## config.mk

```make
export PLATFORM = sky130hd
export DESIGN_NAME = mem_io_bridge
export DESIGN_NICKNAME = d
export VERILOG_FILES = /design/src/rtl/mem_io_bridge_pkg.sv /design/src/rtl/mem_io_bridge_tx.sv /design/src/rtl/mem_io_bridge.sv
export SDC_FILE = /design/constraint.sdc
export NUM_CORES = 1
export LEC_CHECK = 0
export CAP_MARGIN = 20
export CORE_MARGIN = 2
export CORE_UTILIZATION = 57
export CTS_CLUSTER_DIAMETER = 120
export DETAILED_ROUTE_END_ITERATION = 7
export PLACE_DENSITY = 0.84
export SLEW_MARGIN = 15
export SYNTH_ARGS = -nofsm -noshare
export SYNTH_HDL_FRONTEND = slang
export SYNTH_HIERARCHICAL = 1
export SYNTH_SLANG_ARGS = --single-unit
```

## constraint.sdc

```tcl
create_clock -name clk_in -period 4.9 [get_ports clk_in]
set_input_delay 0.98 -clock clk_in [delete_from_list [all_inputs] [get_ports clk_in]]
set_output_delay 0.98 -clock clk_in [all_outputs]
set_load 0.02 [all_outputs]
```

## src/rtl/mem_io_bridge_pkg.sv

```systemverilog
// ============================================================================
// Module      : mem_io_bridge_pkg
// Description : I/O address map shared by the memory-side bridge.
// Revision    : 1.0 - initial release
// ============================================================================
`default_nettype none

package mem_io_bridge_pkg;

  localparam logic [17:0] IO_UART     = 18'h30000;
  localparam logic [17:0] IO_END      = 18'h30004;
  localparam logic [17:0] IO_CYC_BASE = 18'h30008;
  localparam logic [1:0]  IO_SEL      = 2'b11;

  function automatic logic is_io(input logic [17:0] addr);
    return addr[17:16] == IO_SEL;
  endfunction

endpackage

`default_nettype wire

```

## src/rtl/mem_io_bridge_tx.sv

```systemverilog
// ============================================================================
// Module      : tx_fifo
// Description : Circular-buffer FIFO with wrap-bit pointers and a live count.
// Revision    : 1.0 - initial release
// ============================================================================
`default_nettype none

module tx_fifo #(
  parameter int DEPTH = 8,
  parameter int WIDTH = 8,
  localparam int AW   = $clog2(DEPTH),
  localparam int PW   = AW + 1
) (
  input  logic             i_clk,
  input  logic             i_rst_n,
  input  logic             i_push,
  input  logic [WIDTH-1:0] i_wdata,
  input  logic             i_pop,
  output logic [WIDTH-1:0] o_rdata,
  output logic [PW-1:0]    o_count,
  output logic [PW-1:0]    o_count_next,
  output logic             o_full,
  output logic             o_empty
);

  logic [WIDTH-1:0] r_mem [DEPTH];
  logic [PW-1:0]    r_wptr;
  logic [PW-1:0]    r_rptr;
  logic [PW-1:0]    r_count;
  logic             w_push;
  logic             w_pop;

  assign o_empty = (r_wptr == r_rptr);
  assign o_full  = (r_wptr[AW-1:0] == r_rptr[AW-1:0]) && (r_wptr[AW] != r_rptr[AW]);

  // A pop in the same cycle frees the slot a push into a full FIFO needs.
  assign w_pop  = i_pop && !o_empty;
  assign w_push = i_push && (!o_full || w_pop);

  assign o_count_next = r_count + PW'(w_push) - PW'(w_pop);
  assign o_count      = r_count;
  assign o_rdata      = r_mem[r_rptr[AW-1:0]];

  always_ff @(posedge i_clk or negedge i_rst_n) begin
    if (!i_rst_n) begin
      r_wptr  <= '0;
      r_rptr  <= '0;
      r_count <= '0;
    end else begin
      if (w_push) r_wptr <= r_wptr + 1'b1;
      if (w_pop)  r_rptr <= r_rptr + 1'b1;
      r_count <= o_count_next;
    end
  end

  always_ff @(posedge i_clk) begin
    if (w_push) r_mem[r_wptr[AW-1:0]] <= i_wdata;
  end

endmodule

`default_nettype wire

```

## src/rtl/mem_io_bridge.sv

```systemverilog
// ============================================================================
// Module      : mem_io_bridge
// Description : Byte-bus RAM/MMIO decode, UART TX buffering, program-end latch.
// Revision    : 1.0 - initial release
// ============================================================================
`default_nettype none

module mem_io_bridge
  import mem_io_bridge_pkg::*;
#(
  parameter int RAM_ADDR_WID = 17,
  parameter int FIFO_DEPTH   = 8,
  parameter int FULL_MARGIN  = 2
) (
  input  logic                    clk_in,
  input  logic                    rst_in,
  input  logic                    rdy_in,
  input  logic [31:0]             mem_a,
  input  logic [7:0]              mem_dout,
  input  logic                    mem_wr,
  output logic [7:0]              mem_din,
  output logic                    io_buffer_full,
  output logic [RAM_ADDR_WID-1:0] ram_a,
  output logic                    ram_we,
  output logic [7:0]              ram_wdata,
  input  logic [7:0]              ram_rdata,
  output logic                    tx_valid,
  output logic [7:0]              tx_data,
  input  logic                    tx_ready,
  output logic                    tx_overflow,
  output logic                    program_end,
  output logic [7:0]              program_end_code
);

  localparam int              c_PW      = $clog2(FIFO_DEPTH) + 1;
  localparam logic [c_PW-1:0] c_FULL_TH = c_PW'(FIFO_DEPTH - FULL_MARGIN);

  logic [17:0]     w_addr;
  logic            w_io;
  logic            w_io_wr;
  logic            w_push_req;
  logic            w_pop;
  logic [7:0]      w_io_rdata;
  logic [c_PW-1:0] w_tx_count;
  logic [c_PW-1:0] w_tx_count_next;
  logic            w_fifo_full;
  logic            w_fifo_empty;
  logic            w_unused;
  logic            r_io_q;
  logic [7:0]      r_io_rdata_q;
  logic [31:0]     r_cyc;

  assign w_addr   = mem_a[17:0];
  assign w_io     = is_io(w_addr);
  assign w_unused = ^mem_a[31:18];

  assign ram_a     = mem_a[RAM_ADDR_WID-1:0];
  assign ram_we    = mem_wr && rdy_in && !w_io;
  assign ram_wdata = mem_dout;

  assign w_io_wr    = mem_wr && rdy_in && w_io;
  assign w_push_req = w_io_wr && (w_addr == IO_UART);
  assign tx_valid   = !w_fifo_empty;
  assign w_pop      = tx_valid && tx_ready;

  tx_fifo #(
    .DEPTH (FIFO_DEPTH),
    .WIDTH (8)
  ) u_tx_fifo (
    .i_clk        (clk_in),
    .i_rst_n      (rst_in),
    .i_push       (w_push_req),
    .i_wdata      (mem_dout),
    .i_pop        (tx_ready),
    .o_rdata      (tx_data),
    .o_count      (w_tx_count),
    .o_count_next (w_tx_count_next),
    .o_full       (w_fifo_full),
    .o_empty      (w_fifo_empty)
  );

  // Reads have no side effects: the CPU holds the address for many cycles.
  always_comb begin
    w_io_rdata = 8'h00;
    if (w_addr == IO_UART) begin
      w_io_rdata = 8'(w_tx_count);
    end else if (w_addr == IO_END) begin
      w_io_rdata = {7'b0, program_end};
    end else if (w_addr[17:2] == IO_CYC_BASE[17:2]) begin
      case (w_addr[1:0])
        2'd0:    w_io_rdata = r_cyc[7:0];
        2'd1:    w_io_rdata = r_cyc[15:8];
        2'd2:    w_io_rdata = r_cyc[23:16];
        default: w_io_rdata = r_cyc[31:24];
      endcase
    end
  end

  assign mem_din = r_io_q ? r_io_rdata_q : ram_rdata;

  always_ff @(posedge clk_in or negedge rst_in) begin
    if (!rst_in) begin
      r_io_q           <= 1'b0;
      r_io_rdata_q     <= 8'h00;
      r_cyc            <= 32'h0;
      io_buffer_full   <= 1'b0;
      tx_overflow      <= 1'b0;
      program_end      <= 1'b0;
      program_end_code <= 8'h00;
    end else begin
      r_io_q         <= w_io;
      r_io_rdata_q   <= w_io_rdata;
      r_cyc          <= r_cyc + 32'h1;
      io_buffer_full <= (w_tx_count_next >= c_FULL_TH);
      if (w_push_req && w_fifo_full && !w_pop) tx_overflow <= 1'b1;
      if (w_io_wr && (w_addr == IO_END)) begin
        program_end      <= 1'b1;
        program_end_code <= mem_dout;
      end
    end
  end

endmodule

`default_nettype wire

```

==> results.sh <==
export IMPL_crit_fanout=22
export IMPL_start_util_pct=58.3
export IMPL_peakVddDrop_mv=0.325
export IMPL_syn_cell_area_mm2=0.00596
export IMPL_placed_cells=607
export IMPL_coreArea_mm2=0.0102
export IMPL_slew_violations=0
export IMPL_holdPathStages=2
export IMPL_fin_cells=639
export IMPL_syn_nets=467
export IMPL_clk_pin_slew_worst_paths_ps=60
export IMPL_numClockSinks=128
export IMPL_cp_arrival_ps=2830
export IMPL_worstMarginPinSlew_ps=1020
export IMPL_io_pins=107
export IMPL_rr_worst_depth=9
export IMPL_synth_seq_cells=128
export IMPL_grt_setup_unrepaired="false"
export IMPL_min_from="tx_overflow"
export IMPL_cp_end_kind="primary output"
export IMPL_antenna_left=0
export IMPL_die_w_um=106
export IMPL_finalHoldViolCount=0
export IMPL_yosys_area_share_simple_pct=10.3
export IMPL_vias=3641
export IMPL_numCtsBuffers=17
export IMPL_hold_class="reg -> reg"
export IMPL_routabilityCongestion=0.809
export IMPL_preCtsSetupSlack_ps=914
export IMPL_r2r_slack_ps=2040
export IMPL_synthAdderAreaFrac_pct=1.60
export IMPL_synth_edff_count=64
export IMPL_seq_area_frac_synth_pct=59.1
export IMPL_status="completed"
export IMPL_finClkSkew_ps=10.1
export IMPL_drtIter0Drc=332
export IMPL_portBuffers=92
export IMPL_syn_to_final_growth_pct=24.9
export IMPL_cap_viol_max_count=0
export IMPL_post_cts_buffers=0
export IMPL_grt_max_degree=36
export IMPL_cts_root_buf="clkbuf_8"
export IMPL_holdPathEnd="tx_overflow"
export IMPL_setup_viol=0
export IMPL_synth_top_family_by_area="multiplexers"
export IMPL_drive_gt1_share_pct=20.3
export IMPL_drt_wl_total_mm=12.5
export IMPL_route_detailed_drc=0
export IMPL_synth_xor_area_share_pct=6.74
export IMPL_clock_latency_ps=530
export IMPL_regToRegStartpoint="u_tx_fifo/r_rptr[1]"
export IMPL_synthDistinctLibCells=50
export IMPL_rows=37
export IMPL_drt_vias_per_instance=5.70
export IMPL_grt_usage_pct=24.3
export IMPL_h_tree_depth=4
export IMPL_routedWlPerCell_um=19.6
export IMPL_fp_dieH_um=106
export IMPL_grt_overflow_total=0
export IMPL_setup_slack_ps=1090
export IMPL_fin_crit_sh_pct=77.8
export IMPL_worstReg2RegEnd="io_buffer_full"
export IMPL_fmax_mhz=262
export IMPL_hold_buffers=0
export IMPL_fin_nets=550
export IMPL_post_dp_hpwl_mm=7.97
export IMPL_synthCells=407
export IMPL_diodes=0
export IMPL_fin_tns_setup_ps=0
export IMPL_fp_dieArea_mm2=0.0113
export IMPL_critical_path_class="reg -> out"
export IMPL_grt_pass1_wl_mm=20.3
export IMPL_p_leak_nw=2.92
export IMPL_slew_headroom_pct=31.9
export IMPL_power_density_mw_per_mm2=444
export IMPL_synth_compound_area_share_pct=2.10
export IMPL_synth_yosys_warnings=6
export IMPL_whs_ps=457
export IMPL_avgSynthCellArea_um2=14.6
export IMPL_cts_resized_gates=0
export IMPL_layout_cells_most_common="clkdlybuf4s50_1"
export IMPL_synth_area_mux_share_pct=14.0
export IMPL_synth_ff_type="edfxtp_1"
export IMPL_grt_pass1_vias=3747
export IMPL_cts_tree="yes"
export IMPL_antenna_found_initial=0
export IMPL_clockBufferDepth=2
export IMPL_min_period_ps=3810
export IMPL_required_ps=3920
export IMPL_async_flop_share_pct=50.0
export IMPL_final_cell_mix="clkdlybuf4s50_1, dfrtp_1, edfxtp_1"
export IMPL_worstSetupStartpointType="flip-flop"
export IMPL_drt_pass1_iter_count=4
[worst max-delay path, cell delays in order (launching register included)]
cell and delay [ps]:
dfrtp_1 1010, mux4_2 440, mux2_2 300, clkdlybuf4s50_1 550
[layer usage]
metal	vias up	part of all wire (%)	GRT usage (%)
li1	1657	-	-
met1	1833	41	32.4
met2	126	51	38.2
met3	25	5.3	5.58
met4	0	2.4	11.7
met5	-	0	0
[registers in the layout, summed over array words and instances (netlist names), 4 cells and up]
signal,cells
u_tx_fifo/r_mem,64
u_tx_fifo/o_count,4
u_tx_fifo/r_wptr,4
r_io_rdata_q,8
u_tx_fifo/r_rptr,4
program_end_code,8
r_cyc,32
[cell usage after synthesis, drive strengths merged, types with 6 or more instances]
library cell / number / area [um2]
buf: 35 / 270
dfrtp: 64 / 1600
edfxtp: 64 / 1920
ha: 6 / 75.1
inv: 22 / 82.6
mux2: 25 / 282
mux4: 24 / 544
nand2: 18 / 67.6
nand3: 17 / 103
nand4: 14 / 87.6
nor2: 13 / 48.8
nor3: 6 / 30.0
nor4: 8 / 95.1
xnor2: 35 / 340
xor2: 7 / 61.3
[cell families (layout without fill, tap and decap cells)]
family	Yosys count	count (layout)
AOI/OAI and AO/OA	18	18
xor gates and xnor gates	42	42
adders and majority gates	7	7
buffers and inverters	61	157
DFF	128	128
muxes	50	50
and+or+nand+nor	101	101
[cell type report]
type	instances	area [um2]
Clock inverter	14	184
Sequential cell	128	3520
Timing Repair Buffer	103	998
Inverter	22	82.6
Clock buffer	18	418
Tap cell	136	170
Multi-Input combinational cell	218	2070
Fill cell	597	2790
[report_power, final]
part | internal, mW | switching [mW] | total, mW
clock network | 0.783 | 0.475 | 1.26
registers | 1.17 | 0.0887 | 1.26
logic | 0.427 | 0.357 | 0.785
total | 2.38 | 0.921 | 3.30
[metrics by stage]
stage / util [%] / instance area [um2] / total power [mW]
2_1_floorplan: - / 5960 / 1.82
3_3_place_gp: 66.9 / 6840 / 2.04
3_5_place_dp: 66.9 / 6840 / 2.06
4_1_cts: 72.8 / 7450 / 3.33
5_1_grt: 72.8 / 7450 / 3.43
6_report: 72.8 / 7450 / 3.30
[how the worst max path moves through the flow]
stage	depth (start not counted)	startpoint	endpoint	slack, ps
finish	3	u_tx_fifo/r_rptr[1]	tx_data[1]	1090
global route	3	u_tx_fifo/r_rptr[1]	tx_data[1]	1010
CTS	3	u_tx_fifo/r_rptr[1]	tx_data[1]	1070
detailed placement	12	mem_a[0]	io_buffer_full	910
global placement	12	mem_a[0]	io_buffer_full	1000
floorplan	7	mem_a[4]	u_tx_fifo/r_mem[6][0]	1300
(Power assumes the default switching activity.)
